[src/rtl/branch_predictor_table.sv]
// Table of saturating counters indexed by PC, with a saturating misprediction counter.
// Optional gshare indexing (global history XOR PC) is enabled by defining BPRED_GSHARE_EN.
module branch_predictor_table #(
    parameter int               CTR_W    = 2,
    parameter int               IDX_W    = 6,
    parameter logic [CTR_W-1:0] CTR_INIT = 2'b10,
    parameter int               GHR_W    = IDX_W
) (
    input  logic             clk_i,
    input  logic             rst_i,
    input  logic             branch_i,
    input  logic [31:0]      pc_i,
    output logic             prediction_o,
    output logic [IDX_W-1:0] lookup_idx_o,
    input  logic             update_valid_i,
    input  logic [IDX_W-1:0] update_idx_i,
    input  logic             update_pred_i,
    input  logic             branch_taken_i,
    output logic [31:0]      mispredict_cnt_o
);

    localparam int               TBL_N   = 1 << IDX_W;
    localparam logic [CTR_W-1:0] CTR_MAX = '1;

    logic [CTR_W-1:0] ctr_tbl [TBL_N];
    logic [31:0]      mispredict_cnt;
    logic [IDX_W-1:0] pc_idx;

    function automatic logic [CTR_W-1:0] ctr_next(input logic [CTR_W-1:0] cur,
                                                  input logic             taken);
        if (taken)
            return (cur == CTR_MAX) ? cur : cur + 1'b1;
        else
            return (cur == '0) ? cur : cur - 1'b1;
    endfunction

    function automatic logic [31:0] cnt_sat_inc(input logic [31:0] cur);
        return (cur == 32'hFFFF_FFFF) ? cur : cur + 32'd1;
    endfunction

    assign pc_idx = pc_i[IDX_W+1:2];

    logic unused_pc;
    assign unused_pc = ^{pc_i[31:IDX_W+2], pc_i[1:0]};

`ifdef BPRED_GSHARE_EN
    logic [GHR_W-1:0] ghr;

    assign lookup_idx_o = pc_idx ^ IDX_W'(ghr);

    // Newest outcome enters at bit 0; the cast drops the oldest bit.
    always_ff @(posedge clk_i) begin
        if (rst_i)
            ghr <= '0;
        else if (update_valid_i)
            ghr <= GHR_W'({ghr, branch_taken_i});
    end
`else
    assign lookup_idx_o = pc_idx;

    logic unused_cfg;
    assign unused_cfg = ^GHR_W;
`endif

    // No bypass: a same-cycle update becomes visible on the following cycle.
    assign prediction_o = branch_i & ctr_tbl[lookup_idx_o][CTR_W-1];

    always_ff @(posedge clk_i) begin
        if (rst_i) begin
            for (int i = 0; i < TBL_N; i++)
                ctr_tbl[i] <= CTR_INIT;
        end else if (update_valid_i) begin
            ctr_tbl[update_idx_i] <= ctr_next(ctr_tbl[update_idx_i], branch_taken_i);
        end
    end

    always_ff @(posedge clk_i) begin
        if (rst_i)
            mispredict_cnt <= '0;
        else if (update_valid_i && (update_pred_i != branch_taken_i))
            mispredict_cnt <= cnt_sat_inc(mispredict_cnt);
    end

    assign mispredict_cnt_o = mispredict_cnt;

endmodule

[config.mk]
export PLATFORM = sky130hd
export DESIGN_NAME = branch_predictor_table
export DESIGN_NICKNAME = d
export VERILOG_FILES = /design/src/rtl/branch_predictor_table.sv
export SDC_FILE = /design/constraint.sdc
export NUM_CORES = 1
export LEC_CHECK = 0
export ABC_AREA = 1
export CELL_PAD_IN_SITES_DETAIL_PLACEMENT = 0
export CELL_PAD_IN_SITES_GLOBAL_PLACEMENT = 1
export CORE_MARGIN = 1
export CORE_UTILIZATION = 40
export CTS_CLUSTER_SIZE = 12
export DETAILED_ROUTE_END_ITERATION = 10
export PLACE_DENSITY = 0.72
export SLEW_MARGIN = 20
export SYNTH_ARGS = -nofsm -noshare
export SYNTH_HDL_FRONTEND = slang
export SYNTH_SLANG_ARGS = --single-unit
[constraint.sdc]
create_clock -name clk_i -period 2.7 [get_ports clk_i]
set_input_delay 0.54 -clock clk_i [delete_from_list [all_inputs] [get_ports clk_i]]
set_output_delay 0.54 -clock clk_i [all_outputs]
set_load 0.05 [all_outputs]
# Yosys cells after proc, flatten, opt, wreduce, memory -nomap -nowiden
# Memory sizes are Yosys's and may differ from the RTL's.
# Cells that the tools add are included.
# W data, S select, Z words.
# op_classes
add_sub_neg	3
eq_ne	3
mux	13
n_bitwise	2
reduce_logical	4
# op_table
op	n
$add A32 B1 Y32 const B	1
$eq A32 B32 Y1 const B	1
$mux W2	6
$mux W1	6
$mux W6	1
$add A2 B1 Y2 const B	1
$eq A2 B2 Y1 const B	1
$logic_not A2 Y1	1
$reduce_and A2 Y1	1
$reduce_or A2 Y1	1
$sub A2 B1 Y2 const B	1
$and A1 B1 Y1	1
$logic_and A1 B1 Y1	1
$ne A1 B1 Y1	1
$not A1 Y1	1
# word_totals
reg_bits	32
mem_bits_rw	128
input_bits	44
output_inout_bits	39
word_cells	27
n_memories	1
# mem_list
memory	depth	word_bits	read_ports	rd_clocked_by_memory_dff	wr	line_no	source
ctr_tbl	64	2	2	0	64	25	logic [CTR_W-1:0] ctr_tbl [TBL_N];

# Longest topological paths before layout
# Gate-level depths: netlist of run 1.
# An unclocked memory read counts as a cell.
# logic_depth
word_depth	7
ltp_mapped	19
depth_no_buf	15

# Worst setup path before layout of run 1
# No wires, ideal clock.
# synth_path
kind	input port to output port
from	in pc_i[2]
to	out prediction_o
arrival_ps	2671
t_required_ps	2160
slack_ps	-511
stages	10
n_path_buf	2
cell_sequence	clkbuf_1 -> clkbuf_1 -> a21oi_1 -> o21ai_0 -> nand3_1 -> nand2_1 -> nand2_1 -> nand3_1 -> nand3b_1 -> a21boi_0
# synth_between
elab_chain_cells	2
# synth_rtl
item	line_no	source
start, declared	12	input logic [31:0] pc_i,
$mem_v2 Z64 W2	--	
$and A1 B1 Y1	66	assign prediction_o = branch_i & ctr_tbl[lookup_idx_o][CTR_W-1];
end, declared	13	output logic prediction_o,
# Every way passes these cells.

==> results.md, run 1 <==
- The run finished with clean final reports.
- The number of nets in the finished design is roughly 1500.
- The total buffers and inverters traversed by the critical path is 7.
- The number of enable flip-flop cells after synthesis is ~130.
- The slowest library cell on the worst path is sky130_fd_sc_hd__clkdlybuf4s50_1.
- The count of final hold-check violations came to 0.
- In this run the vertical extent of the chip is ~160 um.
- Setup slack closes at ~0.14 ns.
- The most common cell after layout, fill and taps aside is sky130_fd_sc_hd__nand2_1.
- The final number of max-transition violations is 0.
- For this run, asynchronously set or reset flops after synthesis account for 0%.
- After clock tree synthesis, the clock-pin slew on the worst setup and hold paths is 0.07 ns.
- The final design utilization is between 50% and 60%.
- After synthesis, the largest family of logic cells by area is simple AND/OR/NAND/NOR gates.
- The count of nets left with antenna violations after detail routing is 0.
- In this run the number of H-tree levels came out at 4.
- The layout overhead on the synthesized area is 25.0%.
- Among the stages of the critical path, the cell type that occurs most often is sky130_fd_sc_hd__nand2_1.
- The maximum VDD drop is 0.000326 V.
- The number of iterations in the first detailed-routing pass is 5.
- The per-cell routed wire length is 17.4 um.
- The worst path required time is 2.89 ns.
- The synthesized area is between 0.009 and 0.01 mm2.
- Summing the areas of all xor and xnor instances in the mapped netlist gives 0.823% of the synthesized area.
- CTS saw between 150 and 200 sinks.
- The width of the chip is about 160 um.
- Entering global routing, the biggest net connects 40 pins.
- After clock tree synthesis, the flow added hold-fix buffers numbering 0.
- The clock reaches the later pin of the worst-skew pair after about 0.44 ns.
- The final cycle utilization of the critical path is 94.8%.
- The synthesized netlist devotes 31.1% of its cell area to simple gates.
- The global route total overflow is 0.
- The remaining routing DRC violations is 0.
- The reported leakage power is ~5 nW.
- The worst hold-check path type is flop to flop.
- The distinct cell type count of the synthesized netlist is 34.
- At the pin with the least slew margin, the transition time is approximately 0.51 ns.
- The area of the placeable core is 0.0235 mm2.
- In this design, the stage delay of the slowest critical-path cell is slightly above 0.5 ns.
- The final critical-path required period is 2.56 ns.
- Walking the worst path, the cells encountered are clkdlybuf4s50_1 -> buf_12 -> inv_2 -> buf_4 -> buf_12 -> nand2_1 -> nand2_1 -> nand2_1 -> nand2_1 -> nand2_2 -> nand2_1 -> inv_2 -> nand2_1 -> nor2_2 -> nand2_2 -> nand2_8 -> clkbuf_16 -> nand2_1.
- STA classifies the critical path startpoint as a primary input.
- The share of the synthesized area in compound gates (AO/OA/AOI/OAI) is 10.4%.
- The sequential-to-total area share from yosys stat is 46.8%.
- The highest clock rate is 390 MHz.
- After synthesis, the mean cell area works out to just over 7 um2.
- STA classifies the critical path endpoint as a flop.
- 0 antenna diodes ended up in the layout.
- The clock tree buffer depth is 2.
- The detailed router finished its first iteration with 697 violations.
- The starting density of the core is approximately two fifths.
- The number of buffers added by the clock tree synthesis step is 17.
- The via count is a little under 9000.
- The layout has 2324 filler cells.
- Across the run, the number of max-cap violations was 0.
- The count of warnings emitted by yosys is 0.
- The critical path is of the primary input to flop type.
- Of the post-synthesis cell area, the part taken by muxes is 0%.
- In the layout the commonest cells are sky130_fd_sc_hd__nand2_1, sky130_fd_sc_hd__inv_1, sky130_fd_sc_hd__edfxtp_1.
- Of the total synthesized cell area, the portion taken by full adders, half adders and majority gates is 0.131%.
- The total nets after synthesis is 1366.
- At the worst endpoint, the arrival time is ~2.8 ns.
- The HPWL after detailed placement is approximately 20 mm.
- The instance count of the mapped netlist is about 1300.
- After synthesis, the cell types taking the most area are sky130_fd_sc_hd__edfxtp_1, sky130_fd_sc_hd__nand2_1, sky130_fd_sc_hd__dfxtp_1, sky130_fd_sc_hd__inv_1, sky130_fd_sc_hd__nor2_1.
- The proportion of layout cells with a drive suffix above 1 is around 14%.
- The first-pass GRT wire length is 46.3 mm.
- For the final database, setup skew stands at 0.0150 ns.
- The max-slew headroom at the worst pin is between 60% and 70%.
- The post-detailed-route via-to-cell ratio is 5.03.
- In this run, synthesis produced a sequential element count of between 150 and 200.
- The buffer cell driving the clock tree root is sky130_fd_sc_hd__clkbuf_16.
- The number of antenna violations at the first check in global routing is 0.
- The worst slack on hold paths is 0.498 ns.
- The dominant delay contributor by cell family on the critical path is buffers and inverters.
- Summed over its instances, the top area cell type makes up between 40% and 50% of the synthesized netlist area.
- The via count of the first global-routing pass is 8251.
- The placement row count is 56.
- The highest net fanout along the worst path is 9.
- The die covers about 0.025 mm2.
- Routability-driven placement finished with a final weighted congestion of a little under 0.9.
- TritonCTS built the clock tree.
- The most used flip-flop cell after synthesis is sky130_fd_sc_hd__edfxtp_1.
- The global-route usage over all layers is 25.4%.
- Prior to clock tree synthesis, the placed netlist has a worst setup slack of -0.313 ns.
- The final number of setup-violating endpoints is 0.
- After detailed routing, the total wire length is just over 30 mm.
- For this design the ratio of total power to cell area is 539 mW/mm2.
- The cell type contributing the most total cell area after synthesis is sky130_fd_sc_hd__edfxtp_1.
- In the final timing run, aggregate negative setup slack is 0 ns.
- The I/O pin total is 83.
- Port buffering added between 50 and 60 buffers.
where the power goes:
part	internal [W]	switching [W]	leakage [nW]	total, W
Sequential	0.00270	0.0000189	1.41	0.00272
Combinational	0.000383	0.000664	3.15	0.00105
Clock	0.00156	0.00111	0.299	0.00268
Total	0.00465	0.00180	4.86	0.00645
stage by stage:
step / instances / cell area [um2] / power, W
CTS: 1748 / 11800 / 0.00638
global placement: 1715 / 11100 / 0.00371
detailed placement: 1715 / 11100 / 0.00372
floorplan: 1321 / 9580 / 0.00332
global route: 1756 / 12000 / 0.00664
finish: 1756 / 12000 / 0.00645
timing repair:
action	in CTS	in global routing
pin swaps	1	3
setup endpoints to repair	1	83
resized for setup	8	14
gates cloned	1	6
setup buffers	0	2
worst paths after layout:
check | to | start | depth (start not counted) | slack (ns)
worst min-delay path | mispredict_cnt_o[7]$_SDFFE_PP0P_ | mispredict_cnt_o[7]$_SDFFE_PP0P_ | 2 | 0.50
worst max-delay path | ctr_tbl[20][1]$_SDFFCE_PN1P_ | update_idx_i[1] | 18 | 0.14
worst min register to register | mispredict_cnt_o[7]$_SDFFE_PP0P_ | mispredict_cnt_o[7]$_SDFFE_PP0P_ | 2 | 0.50
worst max register to register | mispredict_cnt_o[8]$_SDFFE_PP0P_ | mispredict_cnt_o[0]$_SDFFE_PP0P_ | 11 | 0.58
cells by family (layout without fill, tap and decap cells):
group                    Yosys count  count (layout)
XOR/XNOR                           9               9
flip-flops                       160             160
buffers and inverters            235             351
adder cells (fa/ha/maj)            1               1
AO/OA/AOI/OAI                    167             167
AND/OR/NAND/NOR                  749             749
cells in the mapped netlist, types with 3 or more instances:
cell	n
sky130_fd_sc_hd__buf_2	13
sky130_fd_sc_hd__nand4_1	7
sky130_fd_sc_hd__xnor2_1	5
sky130_fd_sc_hd__nand2_1	525
sky130_fd_sc_hd__a21oi_1	76
sky130_fd_sc_hd__nor3_1	17
sky130_fd_sc_hd__nor4_1	3
sky130_fd_sc_hd__dfxtp_1	32
sky130_fd_sc_hd__nand3_1	57
sky130_fd_sc_hd__buf_4	20
sky130_fd_sc_hd__nor2_1	128
sky130_fd_sc_hd__edfxtp_1	128
sky130_fd_sc_hd__buf_6	8
sky130_fd_sc_hd__inv_2	6
sky130_fd_sc_hd__a21oi_2	27
sky130_fd_sc_hd__buf_1	4
sky130_fd_sc_hd__o211ai_1	18
sky130_fd_sc_hd__xor2_1	4
sky130_fd_sc_hd__inv_1	156
sky130_fd_sc_hd__o21ai_1	6
sky130_fd_sc_hd__nor2_2	3
sky130_fd_sc_hd__o21ai_0	35
sky130_fd_sc_hd__nor3b_1	3
sky130_fd_sc_hd__clkbuf_1	26
area by class of cell:
cell class                      instances  area (um2)  share of cell area [%]
Sequential cell                       160        4480                    37.5
Multi-Input combinational cell        926        4100                    34.2
Tap cell                              319         399                    3.33
Timing Repair Buffer                  155        1740                    14.5
Clock inverter                         15         208                    1.74
Clock buffer                           17         425                    3.55
Inverter                              164         617                    5.15
worst register-to-register path: stages (launching register included):
cell and delay (ns):
sky130_fd_sc_hd__dfxtp_1 0.38, sky130_fd_sc_hd__ha_1 0.21, sky130_fd_sc_hd__inv_1 0.06, sky130_fd_sc_hd__nor2_1 0.11, sky130_fd_sc_hd__nand2_1 0.07, sky130_fd_sc_hd__nor2_1 0.18, sky130_fd_sc_hd__nand2_1 0.09, sky130_fd_sc_hd__nand2_2 0.14
sky130_fd_sc_hd__clkinv_1 0.32, sky130_fd_sc_hd__nand2_1 0.22, sky130_fd_sc_hd__o21ai_0 0.08, sky130_fd_sc_hd__nor3b_1 0.13
routing by layer:
layer / vias to the layer above / share of wire [%] / routed length (um) / global-route usage, %
met2: 291 / 47 / 14200 / 41.9
met3: 47 / 6.6 / 2020 / 3.24
met4: 0 / 2.0 / 618 / 7.52
li1: 4400 / - / - / -
met1: 4099 / 45 / 13600 / 34.7
met5: - / 0 / 0 / 0
flip-flops by register name (all words and copies together) (netlist names):
name / flops
ctr_tbl: 128
mispredict_cnt_o: 32
Power figures use the tool's default switching activity.
==> run 2, diff against run 1 <==
DONT_BUFFER_PORTS = 1   (was unset)
PLACE_DENSITY = 0.66   (was 0.72)
==> results.md, run 2 (synthesized netlist as in run 1, its figures left out) <==
- The run finished with clean final reports.
- The kind of launch point of the worst setup path is a flop.
- The root buffer cell chosen for the clock tree is sky130_fd_sc_hd__clkbuf_16.
- The number of buffers added for setup after CTS is 0 (unchanged).
- The sort of element at the end of the critical path is an output pin.
- The final design utilization is 46.5% (-4.5 points).
- The final cycle utilization of the critical path is 89.8% (-5.1 points).
- The width of the chip is 157 um (unchanged).
- The total die area is 0.0246 mm2 (unchanged).
- The number of flip-flops in the largest register is 128 (unchanged).
- The highest net fanout along the worst path is 2 (-7).
- The final worst clock skew is 0.0101 ns (-0.00489 ns).
- The number of violations reported at the end of detailed-routing iteration 0 is 575 (-18%).
- The number of nets in the finished design came to 1382 (-5.9%).
- The post-layout instance count excluding filler cells was 1668 (-5.0%).
- Ranked by flip-flop count, first place goes to ctr_tbl.
- The TritonCTS sink count is 160 (unchanged).
- The power per unit of standard cell area is 578 mW/mm2 (+7.4%).
- The count of instances resized after the clock tree is built is 0 (-8).
- Leaving out fill and tap cells, the most frequent cell in the layout is sky130_fd_sc_hd__nand2_1.
- The final number of max-transition violations is 0 (unchanged).
- The post-detailed-route via-to-cell ratio is 5.00 (-0.60%).
- The final number of setup-violating endpoints is 0 (unchanged).
- The library cells used most frequently in the layout, excluding fill and tap cells, are sky130_fd_sc_hd__nand2_1, sky130_fd_sc_hd__inv_1, sky130_fd_sc_hd__nor2_1, sky130_fd_sc_hd__edfxtp_1, sky130_fd_sc_hd__a21oi_1.
- The area of the placeable core came to 0.0235 mm2 (unchanged).
- The global-route usage over all layers is 24.3% (-1.1 points).
- The clock tree buffer depth came to 2 (unchanged).
- Setup repair after global routing left no endpoint under its margin.
- The antenna diode instance count was 0 (unchanged).
- The via count is 8344 (-5.6%).
- The per-cell routed wire length came to 17.0 um (-2.0%).
- The number of buffers added by the clock tree synthesis step was 17 (unchanged).
- The clock transition at the registers of the reported paths is 0.07 ns (about the same).
- The first-pass GRT wire length came to 44.4 mm (-4.2%).
- The cell count after placement came to 1637 (-4.5%).
- The endpoint arrival time on the critical path was 1.88 ns (-0.87 ns).
- The vertical die dimension is 157 um (unchanged).
- The count of nets left with antenna violations after detail routing came to 0 (unchanged).
- The HPWL after detailed placement is 19.4 mm (-5.0%).
- The H-tree depth reported by CTS came to 4 (unchanged).
- The category of the critical setup timing path is flop to output pin.
- The count of buffers inserted at the top-level ports came to 0 (-100%).
- The post-route total power is 0.00631 W (-2.1%).
- The number of antenna violations at the first check in global routing was 0 (unchanged).
- The insertion delay to the later sink of the worst-skew pair is 0.43 ns (about the same).
- The slew at the pin closest to its max-slew limit is 0.533 ns (+0.0189 ns).
- The number of hold buffers added after cts came to 0 (unchanged).
- The I/O pin total came to 83 (unchanged).
- The starting density of the core is 40.8% (unchanged).
- The number of iterations in the first detailed-routing pass was 5 (unchanged).
- The final wirelength is 28.4 mm (-6.9%).
- The last weighted congestion value of the routability-driven placer is 0.814 (-6.7%).
- The proportion of layout cells with a drive suffix above 1 is 10.4% (-3.2 points).
- The count of final hold-check violations came to 0 (unchanged).
- The placement row count is 56 (unchanged).
- The worst path required time is 2.16 ns (-0.73 ns).
- The via count of the first global-routing pass is 8038 (-2.6%).
- The maximum VDD drop is 0.000447 V (+37%).
- The highest clock rate was 413 MHz (+5.7%).
- The maximum number of pins on one net before global-route repair came to 82 (+110%).
- The final critical-path required period is 2.42 ns (-0.137 ns).
- The accumulated negative setup slack was 0 ns (unchanged).
- The layout overhead on the synthesized area is 14.0%.
- TritonCTS built the clock tree.
- The reported leakage power is 4.43 nW (-8.8%).
- The worst slack on hold paths is 0.177 ns (-0.321 ns).
- The number of violations of the max-capacitance limit was 0 (unchanged).
- The remaining routing DRC violations is 0 (unchanged).
- The max-slew headroom at the worst pin is 64.2% (-1.4 points).
- The global route total overflow is 0 (unchanged).
- The worst hold-check path type is primary input to flop.
==> run 2: cell types whose count changed in the layout (fill, tap and decap cells not counted), moves of 3 or more <==
cell and change:
sky130_fd_sc_hd__clkdlybuf4s50_1 -45, sky130_fd_sc_hd__nand2_1 +4, sky130_fd_sc_hd__buf_4 -13, sky130_fd_sc_hd__nand2_2 -4, sky130_fd_sc_hd__bufinv_16 +3, sky130_fd_sc_hd__buf_6 -3
sky130_fd_sc_hd__buf_12 -17, sky130_fd_sc_hd__clkbuf_16 -4, sky130_fd_sc_hd__inv_1 +3, sky130_fd_sc_hd__inv_2 -3, sky130_fd_sc_hd__clkinv_1 +3
==> run 2: where the power goes <==
part / total, W / internal (W) / switching, W
Combinational: 0.000741 / 0.000228 / 0.000514
Clock: 0.00285 / 0.00183 / 0.00103
Sequential: 0.00272 / 0.00270 / 0.0000173
Total: 0.00631 / 0.00476 / 0.00156
==> run 2: worst paths after layout <==
path / depth (start not counted) / start / endpoint / slack, ns
setup / recovery: 9 / ctr_tbl[19][1]$_SDFFCE_PN1P_ / prediction_o / 0.28
hold / removal: 1 / rst_i / mispredict_cnt_o[1]$_SDFFE_PP0P_ / 0.18
setup reg to reg: 11 / mispredict_cnt_o[1]$_SDFFE_PP0P_ / mispredict_cnt_o[8]$_SDFFE_PP0P_ / 0.46
hold reg to reg: 2 / mispredict_cnt_o[1]$_SDFFE_PP0P_ / mispredict_cnt_o[1]$_SDFFE_PP0P_ / 0.51
==> run 2: layout make-up <==
type | count | area [um2]
Clock inverter | 14 | 260
Inverter | 164 | 616
Sequential cell | 160 | 4480
Timing Repair Buffer | 68 | 661
Clock buffer | 17 | 425
Multi-Input combinational cell | 926 | 4070
Tap cell | 319 | 399
Fill cell | 2405 | 12600
==> run 2: per-layer routing <==
metal / global-route usage (%) / vias up / routed length [um]
li1: - / 4222 / -
met3: 4.62 / 24 / 1590
met4: 6.40 / 0 / 447
met2: 41.8 / 204 / 13700
met1: 31.0 / 3894 / 12600
met5: 0 / - / 0
==> run 2: worst max-delay path: stages, from the launching register on <==
cell and delay [ns]:
sky130_fd_sc_hd__edfxtp_1 0.34, sky130_fd_sc_hd__inv_1 0.06, sky130_fd_sc_hd__o211ai_1 0.20, sky130_fd_sc_hd__nand3_1 0.10, sky130_fd_sc_hd__nand2_1 0.16, sky130_fd_sc_hd__nand2_1 0.09
sky130_fd_sc_hd__nand3_1 0.09, sky130_fd_sc_hd__nand3b_1 0.09, sky130_fd_sc_hd__a21boi_2 0.19, sky130_fd_sc_hd__buf_12 0.15
==> run 2: through the flow <==
step | area (um2) | worst slack (ns)
2_1_floorplan | 9580 | 0.114
3_3_place_gp | 10200 | 0.278
3_5_place_dp | 10200 | 0.266
4_1_cts | 10900 | 0.282
5_1_grt | 10900 | 0.138
6_report | 10900 | 0.276
==> run 3, diff against run 2 <==
SLEW_MARGIN = unset   (was 20)
==> results of run 3 <==
No change in the layout: final DEF, timing and power equal those of run 2.
